===== src/rtl/normaliza_seq.sv =====
// Multi-cycle post-add normaliser: carry renormalisation, iterative left shift
// after cancellation, and zero/subnormal/overflow classification.
module normaliza_seq #(
    parameter int MANT_W = 10,
    parameter int EXP_W  = 5
) (
    input  logic              clock,
    input  logic              reset,
    input  logic              in_valido,
    output logic              in_pronto,
    input  logic [MANT_W+1:0] mantissa_resultado,
    input  logic [EXP_W-1:0]  expoente_resultado,
    output logic              out_valido,
    input  logic              out_pronto,
    output logic [MANT_W-1:0] mantissa_normalizada,
    output logic [EXP_W-1:0]  expoente_ajustado,
    output logic              flag_zero,
    output logic              flag_subnormal,
    output logic              flag_overflow
);

    typedef enum logic [1:0] {OCIOSO, AVALIA, DESLOCA, FIM} estado_t;

    localparam logic [EXP_W-1:0] EXP_MAX = '1;
    localparam logic [EXP_W-1:0] EXP_UM  = EXP_W'(1);

    estado_t           r_estado, w_prox;
    logic [MANT_W+1:0] r_m, w_m;
    logic [EXP_W-1:0]  r_e, w_e;
    logic [MANT_W-1:0] r_frac, w_frac;
    logic [EXP_W-1:0]  r_exp, w_exp;
    logic              r_zero, w_zero;
    logic              r_sub, w_sub;
    logic              r_ovf, w_ovf;

    logic [MANT_W+1:0] w_m_sh;
    logic [EXP_W-1:0]  w_e_inc;
    logic [EXP_W-1:0]  w_e_dec;

    assign w_m_sh  = r_m << 1;
    assign w_e_inc = r_e + EXP_UM;
    assign w_e_dec = r_e - EXP_UM;

    always_ff @(posedge clock or posedge reset) begin
        if (reset) begin
            r_estado <= OCIOSO;
            r_m      <= '0;
            r_e      <= '0;
            r_frac   <= '0;
            r_exp    <= '0;
            r_zero   <= 1'b0;
            r_sub    <= 1'b0;
            r_ovf    <= 1'b0;
        end else begin
            r_estado <= w_prox;
            r_m      <= w_m;
            r_e      <= w_e;
            r_frac   <= w_frac;
            r_exp    <= w_exp;
            r_zero   <= w_zero;
            r_sub    <= w_sub;
            r_ovf    <= w_ovf;
        end
    end

    always_comb begin
        w_prox = r_estado;
        w_m    = r_m;
        w_e    = r_e;
        w_frac = r_frac;
        w_exp  = r_exp;
        w_zero = r_zero;
        w_sub  = r_sub;
        w_ovf  = r_ovf;
        case (r_estado)
            OCIOSO: begin
                if (in_valido) begin
                    w_m    = mantissa_resultado;
                    w_e    = expoente_resultado;
                    w_zero = 1'b0;
                    w_sub  = 1'b0;
                    w_ovf  = 1'b0;
                    w_prox = AVALIA;
                end
            end
            AVALIA: begin
                w_prox = FIM;
                if (r_m == '0) begin
                    w_frac = '0;
                    w_exp  = '0;
                    w_zero = 1'b1;
                end else if (r_m[MANT_W+1]) begin
                    // e already all-ones counts as overflow too, not a wrap to 0
                    if (r_e >= EXP_MAX - EXP_UM) begin
                        w_frac = '0;
                        w_exp  = EXP_MAX;
                        w_ovf  = 1'b1;
                    end else begin
                        w_frac = r_m[MANT_W:1];
                        w_exp  = w_e_inc;
                    end
                end else if (r_m[MANT_W]) begin
                    w_frac = r_m[MANT_W-1:0];
                    w_exp  = r_e;
                end else if (r_e <= EXP_UM) begin
                    w_frac = r_m[MANT_W-1:0];
                    w_exp  = '0;
                    w_sub  = 1'b1;
                end else begin
                    w_prox = DESLOCA;
                end
            end
            DESLOCA: begin
                w_m = w_m_sh;
                w_e = w_e_dec;
                if (w_m_sh[MANT_W]) begin
                    w_frac = w_m_sh[MANT_W-1:0];
                    w_exp  = w_e_dec;
                    w_prox = FIM;
                end else if (w_e_dec == EXP_UM) begin
                    w_frac = w_m_sh[MANT_W-1:0];
                    w_exp  = '0;
                    w_sub  = 1'b1;
                    w_prox = FIM;
                end
            end
            FIM: begin
                if (out_pronto) w_prox = OCIOSO;
            end
            default: w_prox = OCIOSO;
        endcase
    end

    assign in_pronto            = (r_estado == OCIOSO);
    assign out_valido           = (r_estado == FIM);
    assign mantissa_normalizada = r_frac;
    assign expoente_ajustado    = r_exp;
    assign flag_zero            = r_zero;
    assign flag_subnormal       = r_sub;
    assign flag_overflow        = r_ovf;

endmodule

===== config.mk =====
export PLATFORM = sky130hd
export DESIGN_NAME = normaliza_seq
export DESIGN_NICKNAME = d
export VERILOG_FILES = /design/src/rtl/normaliza_seq.sv
export SDC_FILE = /design/constraint.sdc
export NUM_CORES = 1
export LEC_CHECK = 0
export ABC_AREA = 1
export CORE_ASPECT_RATIO = 1.1
export CORE_UTILIZATION = 58
export DETAILED_ROUTE_END_ITERATION = 8
export HOLD_SLACK_MARGIN = 0.1
export PLACE_DENSITY = 0.86
export SETUP_SLACK_MARGIN = 0.05
export SYNTH_ARGS = -nofsm -noshare
export SYNTH_HDL_FRONTEND = slang
export SYNTH_SLANG_ARGS = --single-unit

===== constraint.sdc =====
create_clock -name clock -period 5.1 [get_ports clock]
set_input_delay 1.275 -clock clock [delete_from_list [all_inputs] [get_ports clock]]
set_output_delay 1.275 -clock clock [all_outputs]
set_load 0.02 [all_outputs]

==> impl_metrics.json, run 1 <==
{
  "viasPerCell": 5.46,
  "ys_warn_count": 0,
  "worst-endpoint-arrival_ns": 3.26,
  "grt_pass1_wl_mm": 9.84,
  "routed_wl_mm": 5.59,
  "min_path_type": "flip-flop to flip-flop",
  "max-clock-path-buffers": 2,
  "hold_buffers": 0,
  "period_needed_ns": 3.04,
  "synth_edf_count": 0,
  "startpoint_type": "flip-flop",
  "seqPwrFrac_pct": 25.8,
  "synth_seq_cells": 37,
  "total_power_mw": 2.35,
  "avgRoutedWirePerCell_um": 13.0,
  "end_kind": "flip-flop",
  "initial_core_util_pct": 61.2,
  "vias": 2349,
  "first_global_vias": 2108,
  "dp_hpwl_mm": 3.91,
  "syn-num-nets": 370,
  "fin_skew_ns": 0.00555,
  "cts-root-buf": "clkbuf_8",
  "grt_max_degree": 38,
  "synth.area.top_cells": "dfrtp_1 38%, nand2_1 16%, nand3_1 8.0%",
  "cellLeakagePower_nw": 1.45,
  "clock_latency_ns": 0.30,
  "synth_ff_type": "dfrtp_1",
  "yosys.area.top_type_share_pct": 37.9,
  "pre_cts_ws_ns": 1.85,
  "fp.dieW_um": 63.9,
  "worstPathMaxFanout": 31,
  "track_usage_pct": 28.5,
  "r2r_start": "r_estado[0]",
  "fmax_mhz": 329,
  "critPathKind": "flip-flop to flip-flop",
  "ys_types": 30,
  "synthArstFlopShare_pct": 100,
  "p_switching_mw": 1.16,
  "ir_drop_v": 0.000418,
  "synth_area_leader_cell": "dfrtp_1",
  "yosysMostFrequentCell": "nand2_1",
  "cts.sinks": 37,
  "antenna_found_initial": 0,
  "ant_nets": 0,
  "hold_viol_final": 0,
  "cts_setup_buffers": 0,
  "setup_viol": 0,
  "critical_path.startpoint": "r_estado[0]",
  "fp.dieH_um": 70.1,
  "pwr-share-clk_pct": 12.7,
  "dpl_cell_area_mm2": 0.00284,
  "sw_frac_of_total_pct": 49.5,
  "tns_ns": 0,
  "comb_power_share_pct": 61.4,
  "io_pins": 41,
  "grt_setup_unrepaired": "no",
  "fin_nets": 406,
  "num_rows": 24,
  "n_antenna_cell": 0,
  "setup_ws_ns": 2.06,
  "core_mm2": 0.00399,
  "cap_violations": 0,
  "routabilityCongestion": 0.896,
  "finalCritPeriodShare_pct": 59.7,
  "syn_to_final_growth_pct": 21.6,
  "timing.hold.ws_ns": 0.472,
  "drtIter0Drc": 139,
  "worstMarginPinSlew_ns": 1.16,
  "cts_resized": 0,
  "htreeDepth": 2,
  "cts_tree": "built",
  "yosysSeqAreaShare_pct": 37.9,
  "multi_input_area_mm2": 0.00131,
  "gr-total-overflow": 0,
  "drv_slew": 0,
  "syn_inst": 341,
  "internal_power_mw": 1.19,
  "dieArea_mm2": 0.00447,
  "portBuffers": 40,
  "hp-start": "expoente_ajustado[2]",
  "drc": 0,
  "fillers": 327,
  "syn_area_mm2": 0.00244,
  "power.density_mw_per_mm2": 791,
  "status": "finished clean",
  "numCtsBuffers": 5,
  "layout-drive-gt1-share_pct": 12.7,
  "first_pass_iters": 5,
  "seq_area_um2": 926,
  "slew-limit-headroom_pct": 22.7,
  "finalInstanceArea_mm2": 0.00297,
  "crit_required_ns": 5.32,
  "avgSynthCellArea_um2": 7.16,
  "synth_top_cells_by_count": "102 x nand2_1, 39 x nand3_1, 37 x dfrtp_1, 27 x inv_1, 27 x nor2_1",
  "path_clk_slew_ns": 0.07
}
[path summary, 6_finish.rpt]
kind                                      endpoint  slack, ns  depth (start not counted)
setup / recovery                            r_e[2]       2.06                          7
hold / removal                expoente_ajustado[2]       0.47                          2
setup reg to reg                            r_e[2]       2.06                          7
hold reg to reg               expoente_ajustado[2]       0.47                          2
max in group asynchronous                flag_zero       3.39                          3
min in group asynchronous  mantissa_normalizada[4]       1.39                          3
[cell usage in the layout (no fill, tap or decap)]
cell type	count
a31oi_1	9
nor2_1	27
nand2_2	21
ha_1	8
o21ai_0	24
inv_2	3
clkbuf_8	5
nand2_4	4
o22ai_1	3
nor2_2	6
nand4_1	1
clkinv_2	1
o22a_1	1
dfrtp_1	37
a21oi_2	1
nand3_4	1
or2_1	1
nand2_1	102
buf_4	3
or2_2	1
o211ai_1	2
nand3_1	39
xnor2_1	2
bufinv_16	2
clkdlybuf4s50_1	40
nor3_1	1
a21oi_1	6
inv_1	27
[layout make-up]
cell class / instances / share of cell area [%]
clock inverter: 3 / 2.19
tap: 52 / 2.19
inverter: 30 / 3.79
multi-input combinational: 260 / 44.1
clock buffer: 5 / 2.32
sequential: 37 / 31.2
timing repair buffer: 43 / 14.2
[cells by family after synthesis]
logic type               Yosys count  synth area share (%)
buffers and inverters             44                  8.45
AO/OA/AOI/OAI                     46                  10.6
adder cells (fa/ha/maj)            8                  4.10
XOR/XNOR                           2                 0.717
flip-flops                        37                  37.9
AND/OR/NAND/NOR                  204                  38.3
[flip-flops by register name (all words and copies together), names as in the netlist]
register              flops
mantissa_normalizada     10
r_e                       5
expoente_ajustado         5
flag_subnormal            1
r_estado                  2
flag_zero                 1
r_m                      12
flag_overflow             1
[metrics by stage]
stage               cells  util, %
floorplan             341        -
CTS                   430     74.4
detailed placement    422     71.0
global placement      422     71.0
finish                430     74.4
global route          430     74.4
[critical path, cell delays in order, from the launching register on]
cell     delay [ns]
dfrtp_1        0.44
inv_1          0.14
ha_1           0.16
buf_4          0.26
inv_1          0.47
a21oi_2        1.07
o21ai_0        0.22
o22ai_1        0.18
[power by group through the flow]
stage	clock network [mW]	logic, mW	registers [mW]
4_1_cts	0.301	1.44	0.603
3_3_place_gp	0	1.39	0.598
5_1_grt	0.319	1.64	0.625
6_report	0.300	1.44	0.607
2_1_floorplan	0	1.05	0.641
3_5_place_dp	0	1.42	0.606
[per-layer routing]
| metal | global-route usage (%) | wire length (um) | vias to the layer above |
|---|---|---|---|
| li1 | - | - | 1169 |
| met1 | 40.2 | 2440 | 1063 |
| met2 | 44.0 | 2650 | 104 |
| met3 | 5.39 | 419 | 13 |
| met4 | 9.09 | 85 | 0 |
| met5 | 0 | 0 | - |
Power figures use the tool's default switching activity.
==> run 2: changes to the inputs <==
CORE_UTILIZATION = 53   (was 58)
PLACE_DENSITY = 0.8   (was 0.86)
clock period = 2.8 ns   (was 5.1 ns; I/O delays follow)
==> run 2 against run 1 <==
Critical path depth unchanged. Clock skew about the same. Sequential cell count unchanged. Global-route usage decreased by 3.6 points. Power increased by 72%. Final area decreased by 1.7%. Setup slack got worse by 1.7 ns. Clock-buffer cell count increased by 3. Sequential share of layout area increased by 0.55 points. Via count decreased by 2.5%.
==> impl_metrics.json, run 2 (synthesized netlist as in run 1, its figures left out) <==
{
  "status": "finished clean",
  "startpoint_type": "flip-flop",
  "setup_viol": 0,
  "drtIter0Drc": 145,
  "ir_drop_v": 0.000535,
  "hold_viol_final": 0,
  "met1_usage_pct": 34.1,
  "cap_violations": 0,
  "antenna_found_initial": 0,
  "initial_core_util_pct": 56.2,
  "finalCritPeriodShare_pct": 89.0,
  "avgRoutedWirePerCell_um": 12.5,
  "n_antenna_cell": 0,
  "syn_to_final_growth_pct": 19.5,
  "grt-busiest-layer": "met2",
  "core_mm2": 0.00435,
  "drc": 0,
  "place_inst": 424,
  "vias": 2290,
  "fin_cells": 432,
  "cts-root-buf": "clkbuf_8",
  "max-clock-path-buffers": 2,
  "numCtsBuffers": 5,
  "pre_cts_ws_ns": 0.0610,
  "htreeDepth": 2,
  "routed_wl_mm": 5.41,
  "critPathKind": "flip-flop to flip-flop",
  "worst-endpoint-arrival_ns": 2.69,
  "portBuffers": 40,
  "cts_tree": "built",
  "layout_common_cells": "102 x nand2_1, 40 x clkdlybuf4s50_1, 39 x nand3_1",
  "drv_slew": 0,
  "crit_required_ns": 3.00,
  "end_kind": "flip-flop",
  "largest_register_ff_count": 12,
  "first_global_vias": 2044,
  "clock_latency_ns": 0.29,
  "path_clk_slew_ns": 0.07,
  "layout_commonest_cell": "nand2_1",
  "cellLeakagePower_nw": 1.42,
  "setup_ws_ns": 0.309,
  "cts_setup_buffers": 0,
  "dieArea_mm2": 0.00488,
  "first_pass_iters": 5,
  "min_path_type": "flip-flop to flip-flop",
  "largest-register": "r_m",
  "ant_nets": 0,
  "grt.met2_usage_pct": 39.1,
  "num_rows": 25,
  "r2r_start": "r_estado[0]",
  "io_pins": 41,
  "track_usage_pct": 24.9,
  "routabilityCongestion": 0.933,
  "fin_skew_ns": 0.00590,
  "layout-drive-gt1-share_pct": 11.9,
  "dp_hpwl_mm": 4.04,
  "grt_max_degree": 38,
  "hold_buffers": 0,
  "grt_use_met3_pct": 5.16,
  "cts.sinks": 37,
  "hp-start": "expoente_ajustado[2]",
  "power.density_mw_per_mm2": 1390,
  "worstMarginPinSlew_ns": 1.28,
  "slew-limit-headroom_pct": 14.8,
  "worstPathMaxFanout": 34,
  "grt_setup_unrepaired": "no",
  "period_needed_ns": 2.49,
  "tns_ns": 0,
  "grt_pass1_wl_mm": 9.16,
  "viasPerCell": 5.30,
  "fp.dieW_um": 66.7,
  "fp.dieH_um": 73.2,
  "fin_nets": 406,
  "cts_resized": 0,
  "gr-total-overflow": 0,
  "critical_path.startpoint": "r_estado[0]",
  "fmax_mhz": 401
}
==> run 2: metal layers <==
layer  vias up  part of all wire (%)
met5         -                     0
met4         0                   1.3
met3         6                   5.9
met2        73                    46
met1      1038                    46
li1       1173                     -
==> run 2: critical path, stage by stage, from the launching register on <==
cell	delay [ns]
dfrtp_1	0.44
inv_1	0.11
ha_1	0.26
inv_1	0.11
nor2_1	0.10
a21oi_2	0.92
o21ai_0	0.25
o22ai_1	0.20
==> run 2: path summary, 6_finish.rpt <==
| check | end | slack (ns) | cells after the start |
|---|---|---|---|
| worst min-delay path | expoente_ajustado[2] | 0.48 | 2 |
| worst max register to register | r_e[3] | 0.31 | 7 |
| worst max-delay path | r_e[3] | 0.31 | 7 |
| max in group asynchronous | flag_overflow | 1.67 | 3 |
| worst min register to register | expoente_ajustado[2] | 0.48 | 2 |
| min in group asynchronous | mantissa_normalizada[7] | 0.82 | 3 |
==> run 2: through the flow <==
stage | hold slack, ns | power, mW | area [um2] | utilization [%]
final | 0.476 | 4.05 | 2920 | 67.1
after global routing | 0.501 | 4.44 | 2920 | 67.1
after CTS | 0.480 | 4.05 | 2920 | 67.1
after detailed placement | 0.465 | 3.70 | 2840 | 65.3
after global placement | 0.454 | 3.61 | 2840 | 65.3
after floorplan | 0.509 | 3.09 | 2440 | -
==> run 2: final cells by class <==
class | instances | area, um2
clock buffer | 8 | 80.1
tap | 54 | 67.6
timing repair buffer | 43 | 423
fill | 421 | 1430
multi-input combinational | 260 | 1310
inverter | 30 | 113
sequential | 37 | 926
==> run 2: power breakdown <==
group / internal, mW / switching (mW)
clock network: 0.177 / 0.174
logic: 0.985 / 1.62
registers: 0.819 / 0.282
